## src/rtl/alu_share_arbiter.sv

```systemverilog
// alu_share_arbiter: time-shares one combinational execute ALU between two
// requesters. Accepts one op per cycle, registers result/zero flag and hands
// it back to the owning requester over a valid/ready response channel.
// Optional build macro: ALU_ARB_FIXED_PRIO_EN (requester 0 always wins ties;
// default is round-robin on ties).
module alu_share_arbiter #(
  parameter int XLEN   = 32,
  parameter int CTRL_W = 4,
  parameter int OPC_W  = 7
) (
  input  logic              clk,
  input  logic              rst,
  input  logic [1:0]        req_valid,
  output logic [1:0]        req_ready,
  input  logic [XLEN-1:0]   req0_a,
  input  logic [XLEN-1:0]   req1_a,
  input  logic [XLEN-1:0]   req0_b,
  input  logic [XLEN-1:0]   req1_b,
  input  logic [CTRL_W-1:0] req0_ctrl,
  input  logic [CTRL_W-1:0] req1_ctrl,
  input  logic [OPC_W-1:0]  req0_opc,
  input  logic [OPC_W-1:0]  req1_opc,
  output logic [XLEN-1:0]   alu_a,
  output logic [XLEN-1:0]   alu_b,
  output logic [CTRL_W-1:0] alu_ctrl,
  output logic [OPC_W-1:0]  alu_opc,
  input  logic [XLEN-1:0]   alu_result,
  input  logic              alu_zero,
  output logic [1:0]        rsp_valid,
  input  logic [1:0]        rsp_ready,
  output logic [XLEN-1:0]   rsp_result,
  output logic              rsp_zero
);

  typedef enum logic {
    S_IDLE = 1'b0,
    S_RESP = 1'b1
  } state_t;

  state_t     state, state_nxt;
  logic       owner;
  logic       last_grant;
  logic       can_issue;
  logic [1:0] grant;
  logic       grant_sel;
  logic       handshake;

  // State register
  always_ff @(posedge clk) begin
    if (rst) state <= S_IDLE;
    else     state <= state_nxt;
  end

  // Grant, next state, ALU drive and response valid
  always_comb begin
    grant     = '0;
    grant_sel = 1'b0;
    state_nxt = state;
    alu_a     = '0;
    alu_b     = '0;
    alu_ctrl  = '1;
    alu_opc   = '0;

    // A new op may issue when the response slot is empty or being drained
    // this cycle; never during reset.
    can_issue = !rst && ((state == S_IDLE) || rsp_ready[owner]);

    if (can_issue) begin
      unique case (req_valid)
        2'b01: grant = 2'b01;
        2'b10: begin grant = 2'b10; grant_sel = 1'b1; end
        2'b11: begin
`ifdef ALU_ARB_FIXED_PRIO_EN
          grant = 2'b01;
`else
          if (last_grant) begin
            grant = 2'b01;
          end else begin
            grant     = 2'b10;
            grant_sel = 1'b1;
          end
`endif
        end
        default: grant = '0;
      endcase
    end

    handshake = |grant;
    req_ready = grant;

    if (handshake) begin
      if (grant_sel) begin
        alu_a    = req1_a;
        alu_b    = req1_b;
        alu_ctrl = req1_ctrl;
        alu_opc  = req1_opc;
      end else begin
        alu_a    = req0_a;
        alu_b    = req0_b;
        alu_ctrl = req0_ctrl;
        alu_opc  = req0_opc;
      end
      state_nxt = S_RESP;
    end else if ((state == S_RESP) && rsp_ready[owner]) begin
      state_nxt = S_IDLE;
    end

    rsp_valid = (state == S_RESP) ? (owner ? 2'b10 : 2'b01) : 2'b00;
  end

  // Response capture and arbitration history
  always_ff @(posedge clk) begin
    if (rst) begin
      rsp_result <= '0;
      rsp_zero   <= 1'b0;
      owner      <= 1'b0;
      last_grant <= 1'b1;
    end else if (handshake) begin
      rsp_result <= alu_result;
      rsp_zero   <= alu_zero;
      owner      <= grant_sel;
      last_grant <= grant_sel;
    end
  end

endmodule

```

## config.mk

```make
export PLATFORM = sky130hd
export DESIGN_NAME = alu_share_arbiter
export DESIGN_NICKNAME = d
export VERILOG_FILES = /design/src/rtl/alu_share_arbiter.sv
export SDC_FILE = /design/constraint.sdc
export NUM_CORES = 1
export LEC_CHECK = 0
export ABC_AREA = 1
export CAP_MARGIN = 30
export CELL_PAD_IN_SITES_DETAIL_PLACEMENT = 1
export CELL_PAD_IN_SITES_GLOBAL_PLACEMENT = 2
export CORE_MARGIN = 2
export CORE_UTILIZATION = 11
export CTS_CLUSTER_DIAMETER = 40
export DETAILED_ROUTE_END_ITERATION = 8
export GPL_TIMING_DRIVEN = 1
export PLACE_DENSITY = 0.85
export SLEW_MARGIN = 20
export SYNTH_ARGS = -nofsm -noshare
export SYNTH_HDL_FRONTEND = slang
export SYNTH_SLANG_ARGS = --single-unit
```

## constraint.sdc

```tcl
create_clock -name clk -period 1.6 [get_ports clk]
set_input_delay 0.24 -clock clk [delete_from_list [all_inputs] [get_ports clk]]
set_output_delay 0.24 -clock clk [all_outputs]
set_load 0.01 [all_outputs]
```

# Word level (Yosys, flattened, before mapping)
# Cells that the tools add are included.
[totals]
rom_bits = 0
reg_bits = 36
mem_bits_rw = 0
n_memories = 0
latchBits = 0
in_bits = 189
[op_classes]
shifts = 0
bitwise = 1
addsub = 0
eq_ne = 3
reduce_logical = 6
magnitude_cmp = 1
muxes = 20
n_mul = 0
div_mod_pow = 0
[op_table]
columns = ["operator", "count"]
rows = [
  ["two-way mux 32 bit", 4],
  ["two-way mux 7 bit", 2],
  ["two-way mux 2 bit", 4],
  ["two-way mux 4 bit", 2],
  ["two-way mux 1 bit", 6],
  ["one-hot mux 2 bit (3 select lines)", 1],
  ["equality test 2 bit, second input constant", 2],
  ["equality test 2 x 1 -> 1 bit, second input constant", 1],
  ["logical AND 1 bit", 2],
  ["< comparator 1 x 2 -> 1 bit, second input constant", 1],
  ["one-hot mux 1 bit (2 select lines)", 1],
  ["nonzero test 2 bit", 1],
  ["OR reduction 2 bit", 1],
  ["zero test 1 bit", 1],
  ["logical OR 1 bit", 1],
  ["NOT 1 bit", 1],
]

# Logic depth before layout (Yosys ltp)
# Gate-level depths: netlist of run 1.
[logic_depth]
word_depth = 7
mapped_depth = 9
ltp_nobuf = 7

# Worst setup path before layout of run 1
# OpenSTA, ideal clock, no wires.
[synth_timing]
path_type = "reg2out"
start = "register owner"
end = "output alu_a[0]"
slack_ns = 0.099
t_required_ns = 1.360
t_arrival_ns = 1.261
path_stages_with_launch = 9
cell_sequence = "dfxtp_1 > nand2_1 > nand3_2 > nand3_2 > inv_2 > buf_4 > buf_6 > nand2_1 > a21oi_1"
[synth_via]
elab_chain_cells = 7
[synth_lines]
columns = ["item", "line_no", "text"]
rows = [
  ["start: declaration", "41", "logic owner;"],
  ["start signal: assignment", "121", "owner <= grant_sel;"],
  ["two-way mux 1 bit (not written as such) * (2 in a row)", "66", "can_issue = !rst && ((state == S_IDLE) || rsp_ready[owner]);"],
  ["logical OR 1 bit *", "66", ""],
  ["logical AND 1 bit *", "66", ""],
  ["two-way mux 1 bit or two-way mux 2 bit (tied branches)", "68", "if (can_issue) begin"],
  ["two-way mux 32 bit or OR reduction 2 bit (tied branches)", "92, 88", ""],
  ["two-way mux 32 bit *", "91", "if (handshake) begin"],
  ["end: declaration", "23", "output logic [XLEN-1:0] alu_a,"],
]
# Mark *: on every way between the ends. The rest lies on a longest branch, timed or not. The select of a mux whose other input is x is not followed.

# Worst setup path in the final report of run 1
[layout_timing]
start = "input rst"
end = "output alu_a[10]"
[layout_via]
elab_chain_cells = 5
[layout_lines]
columns = ["item", "line_no", "text"]
rows = [
  ["start: declaration", "12", "input logic rst,"],
  ["zero test 1 bit *", "66", ""],
  ["logical AND 1 bit *", "66", ""],
  ["two-way mux 1 bit or two-way mux 2 bit (tied branches)", "68", ""],
  ["two-way mux 32 bit or OR reduction 2 bit (tied branches)", "92, 88", ""],
  ["two-way mux 32 bit *", "91", ""],
]
# Mark *: on every way between the ends. The rest lies on a longest branch, timed or not.

==> results of run 1 <==
[worst max-delay path by stage]
stage	cells after the start	slack, ns	end	startpoint
floorplan	8	0.1	alu_a[0]	owner
global placement	9	-0.90	alu_a[17]	req_valid[1]
detailed placement	9	-0.99	alu_a[20]	req_valid[1]
CTS	9	-0.46	alu_b[29]	owner
global route	10	-0.49	alu_a[10]	owner
finish	9	-0.42	alu_a[10]	rst
[metrics by stage]
step | hold slack, ns | power [uW] | setup WS, ns | TNS, ns | instance area, um2
2_1_floorplan | 0.3091 | 1594 | 0.09909 | 0 | 2601
3_3_place_gp | 0.4990 | 2657 | -0.8956 | -76.81 | 6105
3_5_place_dp | 0.5093 | 2673 | -0.9949 | -80.50 | 6105
4_1_cts | 0.5184 | 4069 | -0.4595 | -30.89 | 6989
5_1_grt | 0.5470 | 4558 | -0.4917 | -44.22 | 7860
6_report | 0.5145 | 4306 | -0.4243 | -35.58 | 7860
[critical path, stage by stage]
cell and delay (ns):
clkdlybuf4s50_1 0.52, inv_2 0.09, nand3_4 0.17, buf_12 0.16, buf_12 0.12, buf_16 0.14, nand2_2 0.05, a21oi_1 0.14
buf_2 0.15
[cell families after synthesis]
kind of cell	count (synthesis)	share of synthesized area [%]
flops	36	27.71
buf+inv	76	13.80
compound gates	78	15.30
simple gates	295	43.19
[layout by cell type (no fill, tap or decap), types with 15 or more instances in the layout]
cell	count
nand2_1	132
nand2_2	59
dfxtp_1	35
buf_4	19
clkdlybuf4s50_1	217
clkbuf_16	15
buf_6	25
buf_2	67
nand2_4	30
a21oi_2	59
nor2_1	59
buf_12	21
inv_1	37
[registers in the layout, indices dropped and copies added, names as in the netlist]
name        flops
last_grant      1
owner           1
rsp_result     32
rsp_zero        1
state           1
[layout make-up]
type	instances	area (um2)	share of cell area [%]
repair buffers	386	4150	52.80
multi-input cells	373	2262	28.78
flip-flops and latches	36	724.4	9.217
well taps	319	399.1	5.078
inverters	41	166.4	2.117
clock buffers	6	138.9	1.767
clock inverters	2	13.76	0.1751
diodes	2	5.005	0.06367
[layer usage]
metal	global-route usage (%)	up-vias	share of wire, %
met5	0	-	0
met4	1.948	0	1.9
met3	4.544	25	9.5
met2	26.75	209	52
met1	14.12	2092	36
li1	-	2195	-
[power by group through the flow]
| stage | clock network [uW] | logic [uW] | registers [uW] |
|---|---|---|---|
| 4_1_cts | 1090 | 1960 | 1020 |
| 3_5_place_dp | 0 | 1640 | 1040 |
| 5_1_grt | 1100 | 2430 | 1030 |
| 2_1_floorplan | 0 | 525 | 1070 |
| 3_3_place_gp | 0 | 1620 | 1030 |
| 6_report | 1020 | 2260 | 1020 |
[timing repair]
item / 4_1_cts / 5_1_grt
resized for setup: 398 / 213
setup buffers: 21 / 18
endpoints found under the hold margin: 0 / 0
pin swaps: 17 / 47
cloned: 18 / 11
setup endpoints to repair: 110 / 111
==> qor.yml, run 1 <==
outcome: "finished, violations left"
failed_checks: "negative setup slack"
worst_slew_pin_slew_ns: 0.3187
end_kind: "output pin"
drv_cap: 0
seq_power_share_pct: 23.7
cts_tree: "yes"
grt_max_degree: 27
synth_ff_type: "dfxtp_1"
r2r_end: "rsp_result[18]"
setup_viol: 111
place_hpwl_um: 11880
grt_pass1_wl_um: 25790
relSlewSlack_pct: 78.76
start_util_pct: 11.15
wl_um: 19770
cts-htree-levels: 2
ys_top_cells_by_area: "nand2_1 32%, dfxtp_1 28%, a21oi_1 14%"
rrSetupSlack_ns: -0.29
cts_root_buf: "clkbuf_16"
r2r_start: "owner"
fin_util_pct: 33.69
p_leak_uw: 0.003560
synthCells: 485
r2r_cells: 14
yosysUniqueCellTypes: 15
async_reset_ff_share_pct: 0
hold_viol: 0
yosys.area.top_type_share_pct: 31.89
portBuffers: 300
drc: 0
fillers: 2770
syn-num-nets: 674
postCtsHoldBufs: 0
coreArea_um2: 23330
rows: 56
rsz0062_at_grt: "true"
cts_buffer_depth: 2
min_period_ns: 2.024
path_class: "primary input to output pin"
layout.cells.non_filler: 1165
min_from: "rsp_result[27]"
finalCritPeriodShare_pct: 126.5
holdPathEnd: "rsp_result[27]"
path_clk_slew_ns: 0.05
cts_buffers: 5
grt_usage_pct: 13.61
p_clk_share_pct: 23.8
min_delay_path_depth: 4
synth.most_common_cell: "nand2_1"
finClkSkew_ns: 0.006310
yosysWarningCount: 0
clock_sinks: 36
fp.dieW_um: 157.8
areaGrowthSynthToFinish_pct: 202.2
power_frac_comb_pct: 52.5
sw_frac_of_total_pct: 32.93
synth_edf_count: 0
vias: 4521
required_ns: 1.36
syn_area_um2: 2601
die_h_um: 157.8
yosysSeqAreaShare_pct: 27.71
power_switching_uw: 1418
layout.nets: 1032
grt_overflow: 0
io_pins: 301
synth_top_area_cell: "nand2_1"
postSynthRegisterBits: 36
drt-vias-per-instance: 3.881
finalWorstSetupSlack_ns: -0.4243
firstDrtPassIters: 4
internal-power_uw: 2888
p_per_area_nw_per_um2: 547.8
grt_pass1_vias: 4517
syn-mean-instance-area_um2: 5.363
worstPathArrival_ns: 1.78
clk_latency_ns: 0.28
cp_max_fo: 6
placedCellCount: 1097
wl_per_cell_um: 16.97
synth_common_cells: "221 x nand2_1, 73 x a21oi_1, 69 x nor2_1"
antenna_found_initial: 2
drive_gt1_share_pct: 41.00
drt_iter0_markers: 125
drv_slew: 0
max_freq_mhz: 494.0
cp-start-kind: "primary input"
peakVddDrop_mv: 0.5183
ant_nets: 0
gp_congestion: 0.6991
die_area_um2: 24890
hold_path.class: "register to register"
Note: power is estimated with default switching activity, not from simulation.
==> run 2: changes to the inputs <==
--- a/config.mk
+++ b/config.mk
@@ -14,7 +14,8 @@
 export CTS_CLUSTER_DIAMETER = 40
 export DETAILED_ROUTE_END_ITERATION = 8
 export GPL_TIMING_DRIVEN = 1
-export PLACE_DENSITY = 0.85
+export PLACE_DENSITY_LB_ADDON = 0.1
+export SETUP_SLACK_MARGIN = 0.2
 export SLEW_MARGIN = 20
 export SYNTH_ARGS = -nofsm -noshare
 export SYNTH_HDL_FRONTEND = slang
==> qor.yml, run 2 (synthesis results as in run 1) <==
holdPathEnd: "state"  # was rsp_result[27]
dpl_cell_area_um2: 6259  # was 6105 um2
hold_path.class: "primary input to register"  # was register to register
firstDrtPassIters: 4  # unchanged
wl_um: 21180  # was 19770 um
grt_usage_pct: 13.51  # was 13.61%
worstPathArrival_ns: 1.75  # was 1.78 ns
place_hpwl_um: 13680  # was 11880 um
gp_congestion: 0.7383  # was 0.6991
min_period_ns: 1.986  # was 2.024 ns
failed_checks: "negative setup slack"  # unchanged
portBuffers: 300  # unchanged
worst_slew_pin_slew_ns: 0.3601  # was 0.3187 ns
grt_pass1_wl_um: 25660  # was 25790 um
coreArea_um2: 23330  # unchanged
drc: 0  # unchanged
io_pins: 301  # unchanged
r2r_end: "rsp_zero"  # was rsp_result[18]
cts_buffer_depth: 2  # unchanged
cts-htree-levels: 2  # unchanged
largest_register_ff_count: 32  # unchanged
r2r_cells: 13  # was 14
finalCritPeriodShare_pct: 124.1  # was 126.5%
top_register: "rsp_result"  # unchanged
outcome: "finished, violations left"  # unchanged
rrSetupSlack_ns: -0.29  # about the same
antenna_found_initial: 2  # unchanged
drv_cap: 0  # unchanged
postCtsHoldBufs: 0  # unchanged
p_per_area_nw_per_um2: 559.3  # was 547.8 nW/um2
path_clk_slew_ns: 0.06  # was 0.05 ns
wl_per_cell_um: 18.40  # was 16.97 um
dr.max_layer_used: "met4"  # unchanged
cp-start-kind: "register"  # was primary input
cts_buffers: 5  # unchanged
layout_commonest_cell: "clkdlybuf4s50_1"  # unchanged
areaGrowthSynthToFinish_pct: 210.7  # was 202.2%
cp_max_fo: 12  # was 6
min_delay_path_depth: 2  # was 4
fin_tns_setup_ns: -31.38  # was -35.58 ns
cts_root_buf: "clkbuf_16"  # unchanged
vias: 4400  # was 4521
finClkSkew_ns: 0.003151  # was 0.006310 ns
end_kind: "output pin"  # unchanged
start_util_pct: 11.15  # unchanged
design_area_um2: 8083  # was 7860 um2
fp.dieW_um: 157.8  # unchanged
clock_sinks: 36  # unchanged
setup_viol: 110  # was 111
required_ns: 1.36  # about the same
relSlewSlack_pct: 75.99  # was 78.76%
drv_slew: 0  # unchanged
dr_wl_met2_um: 11240  # was 10330 um
r2r_start: "owner"  # unchanged
finalWorstSetupSlack_ns: -0.3855  # was -0.4243 ns
die_h_um: 157.8  # unchanged
mostFrequentLayoutCells: "183 x clkdlybuf4s50_1, 106 x nand2_1, 66 x a21oi_2, 64 x buf_2, 61 x nand2_2"  # was 217 x clkdlybuf4s50_1, 132 x nand2_1, 67 x buf_2
path_class: "register to output pin"  # was primary input to output pin
max_freq_mhz: 503.6  # was 494.0 MHz
rows: 56  # unchanged
grt_overflow: 0  # unchanged
min_from: "rst"  # was rsp_result[27]
drt_iter0_markers: 84  # was 125
p_leak_uw: 0.004096  # was 0.003560 uW
dp_worst_setup_slack_ns: -0.9441  # was -0.9949 ns
peakVddDrop_mv: 0.4072  # was 0.5183 mV
drive_gt1_share_pct: 46.02  # was 41.00%
ant_nets: 0  # unchanged
drt-met1-wl_um: 8192  # was 7192 um
rsz0062_at_grt: "true"  # unchanged
grt_pass1_vias: 4232  # was 4517
clk_latency_ns: 0.28  # about the same
grt_max_degree: 65  # was 27
wl_met3_um: 1533  # was 1869 um
hold_viol: 0  # unchanged
die_area_um2: 24890  # unchanged
drt-vias-per-instance: 3.823  # was 3.881
fin_util_pct: 34.64  # was 33.69%
layout.nets: 1018  # was 1032
cts_tree: "yes"  # unchanged
-- run 2: cell type report --
class | instances | area (um2)
Antenna cell | 2 | 5.005
Inverter | 41 | 161.4
Timing Repair Buffer | 372 | 4065
Sequential cell | 36 | 721.9
Multi-Input combinational cell | 373 | 2547
Clock buffer | 7 | 152.6
Clock inverter | 1 | 30.03
Tap cell | 319 | 399.1
Fill cell | 2778 | 15250
-- run 2: timing repair --
item	CTS	global route
setup endpoints to repair	143	146
pin swaps	8	58
buffers inserted	7	13
gates resized for setup	339	320
cloned	7	21
-- run 2: how the worst max path moves through the flow --
stage / start / end / slack [ns] / cells past startpoint
2_1_floorplan: owner / alu_a[10] / 0.18 / 9
3_3_place_gp: req_valid[1] / alu_a[17] / -0.92 / 9
3_5_place_dp: req_valid[1] / alu_a[21] / -0.94 / 9
4_1_cts: owner / alu_a[13] / -0.47 / 9
5_1_grt: owner / alu_b[31] / -0.49 / 10
6_report: last_grant / alu_b[31] / -0.39 / 8
-- run 2: where the power goes --
part | internal (uW) | switching (uW) | leakage (uW) | total, uW
combinational | 1250 | 1020 | 0.00371 | 2270
sequential | 977 | 43.1 | 0.000299 | 1020
clock | 821 | 407 | 0.0000901 | 1230
total | 3050 | 1470 | 0.00410 | 4520
-- run 2: per-stage QoR --
| step | power, uW | hold WS, ns | cells |
|---|---|---|---|
| CTS | 4080 | 0.5250 | 1115 |
| detailed placement | 2740 | 0.5136 | 1093 |
| floorplan | 1663 | 0.3091 | 485 |
| global route | 4792 | 0.2221 | 1151 |
| global placement | 2714 | 0.4985 | 1093 |
| finish | 4520 | 0.2075 | 1151 |
-- run 2: layer usage --
metal  global-route usage (%)  vias to the layer above
met2                    25.07                      167
met5                        0                        -
met3                    4.134                       11
met1                    15.10                     2055
li1                         -                     2167
met4                    2.814                        0
-- run 2: worst max-delay path, cell delays in order (launching register included) --
cell and delay [ns]:
dfxtp_1 0.32, a21oi_2 0.18, nand3_4 0.17, inv_8 0.14, buf_4 0.13, buf_12 0.13
nand2_1 0.08, a21oi_1 0.15, buf_2 0.16
==> run 3: changes to the inputs <==
--- a/config.mk
+++ b/config.mk
@@ -6,16 +6,18 @@
 export NUM_CORES = 1
 export LEC_CHECK = 0
 export ABC_AREA = 1
-export CAP_MARGIN = 30
+export CAP_MARGIN = 5
 export CELL_PAD_IN_SITES_DETAIL_PLACEMENT = 1
 export CELL_PAD_IN_SITES_GLOBAL_PLACEMENT = 2
-export CORE_MARGIN = 2
-export CORE_UTILIZATION = 11
+export CORE_AREA = 2 2 118 120
 export CTS_CLUSTER_DIAMETER = 40
 export DETAILED_ROUTE_END_ITERATION = 8
+export DIE_AREA = 0 0 120 122
+export DONT_BUFFER_PORTS = 1
 export GPL_TIMING_DRIVEN = 1
 export PLACE_DENSITY_LB_ADDON = 0.1
 export SETUP_SLACK_MARGIN = 0.2
+export SKIP_CTS_REPAIR_TIMING = 1
 export SLEW_MARGIN = 20
 export SYNTH_ARGS = -nofsm -noshare
 export SYNTH_HDL_FRONTEND = slang
==> qor.yml, run 3 (synthesis results as in run 1) <==
peakVddDrop_mv: 0.7533  # was 0.4072 mV
drive_gt1_share_pct: 32.08  # was 46.02%
failed_checks: "negative setup slack"  # unchanged
path_class: "register to output pin"  # unchanged
wl_met3_um: 1280  # was 1533 um
required_ns: 1.36  # about the same
largest_register_ff_count: 32  # unchanged
cts_tree: "yes"  # unchanged
rows: 43  # was 56
antenna_cells: 0  # was 2
cp-start-kind: "register"  # unchanged
wl_um: 13290  # was 21180 um
placedCellCount: 658  # was 1093
grt_overflow: 0  # unchanged
cts_root_buf: "clkbuf_16"  # unchanged
mostFrequentLayoutCells: "194 x nand2_1, 69 x nor2_1, 39 x a21oi_4, 37 x inv_1, 35 x dfxtp_1"  # was 183 x clkdlybuf4s50_1, 106 x nand2_1, 66 x a21oi_2, 64 x buf_2, 61 x nand2_2
cpMaxStageDelayCell: "dfxtp_2"  # was dfxtp_1
fp.dieW_um: 120  # was 157.8 um
finClkSkew_ns: 0.004226  # was 0.003151 ns
top_register: "rsp_result"  # unchanged
die_area_um2: 14640  # was 24890 um2
layout.cells.non_filler: 685  # was 1151
grt_usage_pct: 13.46  # was 13.51%
cts_buffers: 5  # unchanged
drt-met1-wl_um: 4842  # was 8192 um
worstPathArrival_ns: 1.62  # was 1.75 ns
grt_pass1_wl_um: 15460  # was 25660 um
p_leak_uw: 0.001825  # was 0.004096 uW
grt_max_degree: 47  # was 65
max_freq_mhz: 538.6  # was 503.6 MHz
vias: 3223  # was 4400
worst_slew_pin_slew_ns: 0.4990  # was 0.3601 ns
grt_pass1_vias: 2930  # was 4232
drv_slew: 0  # unchanged
cp_common_cell: "nand3_4"
ant_nets: 0  # unchanged
fillers: 1640  # was 2778
hold_viol: 0  # unchanged
setup_viol: 101  # was 110
clock_sinks: 36  # unchanged
layout.nets: 693  # was 1018
cp_max_fo: 19  # was 12
outcome: "finished, violations left"  # unchanged
start_util_pct: 19.26  # was 11.15%
io_pins: 301  # unchanged
r2r_start: "owner"  # unchanged
layout_commonest_cell: "nand2_1"  # was clkdlybuf4s50_1
drv_cap: 0  # unchanged
dp_worst_setup_slack_ns: -0.08517  # was -0.9441 ns
relSlewSlack_pct: 66.58  # was 75.99%
dr_wl_met2_um: 6834  # was 11240 um
finalCritPeriodShare_pct: 116.1  # was 124.1%
antenna_found_initial: 0  # was 2
portBuffers: 0  # was 300
areaGrowthSynthToFinish_pct: 62.53  # was 210.7%
worst_path_largest_cell_delay_ns: 0.33  # was 0.32 ns
drt_iter0_markers: 73  # was 84
rsz0062_at_grt: "true"  # unchanged
dr.max_layer_used: "met4"  # unchanged
timing.critical_path.from: "owner"  # was last_grant
min_period_ns: 1.857  # was 1.986 ns
finalWorstSetupSlack_ns: -0.2568  # was -0.3855 ns
place_hpwl_um: 8824  # was 13680 um
gp_congestion: 0.7325  # was 0.7383
hold_path.class: "primary input to register"  # unchanged
clk_latency_ns: 0.28  # about the same
min_from: "rst"  # unchanged
wl_per_cell_um: 19.40  # was 18.40 um
fin_util_pct: 31.31  # was 34.64%
firstDrtPassIters: 4  # unchanged
path_clk_slew_ns: 0.05  # was 0.06 ns
end_kind: "output pin"  # unchanged
cp_cell_sequence: "inv_2 -> nand2_2 -> nand3_4 -> nand3_4 -> clkinv_8 -> clkbuf_16 -> nand2_1 -> a21oi_4"  # was a21oi_2 -> nand3_4 -> inv_8 -> buf_4 -> buf_12 -> nand2_1 -> a21oi_1 -> buf_2
p_per_area_nw_per_um2: 775.7  # was 559.3 nW/um2
die_h_um: 122  # was 157.8 um
drc: 0  # unchanged
coreArea_um2: 13500  # was 23330 um2
cts-htree-levels: 2  # unchanged
cts_buffer_depth: 2  # unchanged
drt-vias-per-instance: 4.705  # was 3.823
==> run 3: cell count changes in the layout (fill, tap and decap cells not counted), sizes merged, moves of 4 or more <==
cell	previous run	this run
buf	132	35
clkbuf	26	18
clkdlybuf4s50	183	0
dlygate4sd2	4	0
dlymetal6s2s	34	0
==> run 3: worst max-delay path: cells and delay by family (launching register included) <==
family,cells,cell delay [ns]
AO/OA/AOI/OAI,1,0.20
flip-flops,1,0.33
AND/OR/NAND/NOR,4,0.41
buffers and inverters,3,0.39
==> run 3: cell type report <==
cell class	count	area (um2)	share of cell area [%]
Clock buffer	6	128.9	3.048
Clock inverter	2	35.03	0.8286
Inverter	41	168.9	3.995
Multi-Input combinational cell	373	2211	52.29
Sequential cell	36	721.9	17.08
Tap cell	180	225.2	5.327
Timing Repair Buffer	47	737.0	17.43
==> run 3: path summary, 6_finish.rpt <==
kind,end,slack [ns],depth (start not counted)
hold reg to reg,rsp_zero,0.56,4
setup reg to reg,rsp_result[18],-0.08,11
hold / removal,state,0.03,1
setup / recovery,alu_a[22],-0.26,8
==> run 3: where the power goes <==
part / switching [uW] / internal, uW
Combinational: 665 / 444
Sequential: 93.6 / 978
Clock: 367 / 732
==> run 3: through the flow <==
step           area (um2)  total power [uW]  hold slack, ns  setup TNS, ns
5_1_grt              4228              3475         0.01593         -25.42
3_3_place_gp         3124              1860          0.3125        -0.1832
2_1_floorplan        2808              1663          0.3091              0
4_1_cts              3288              3001         0.01550         -17.78
6_report             4228              3280         0.02550         -15.96
3_5_place_dp         3124              1876          0.3148        -0.7284
==> run 3: layer usage <==
layer / GRT usage, % / vias up
met5: 0 / -
li1: - / 1513
met1: 14.41 / 1516
met2: 23.86 / 170
met4: 5.000 / 0
met3: 5.384 / 24
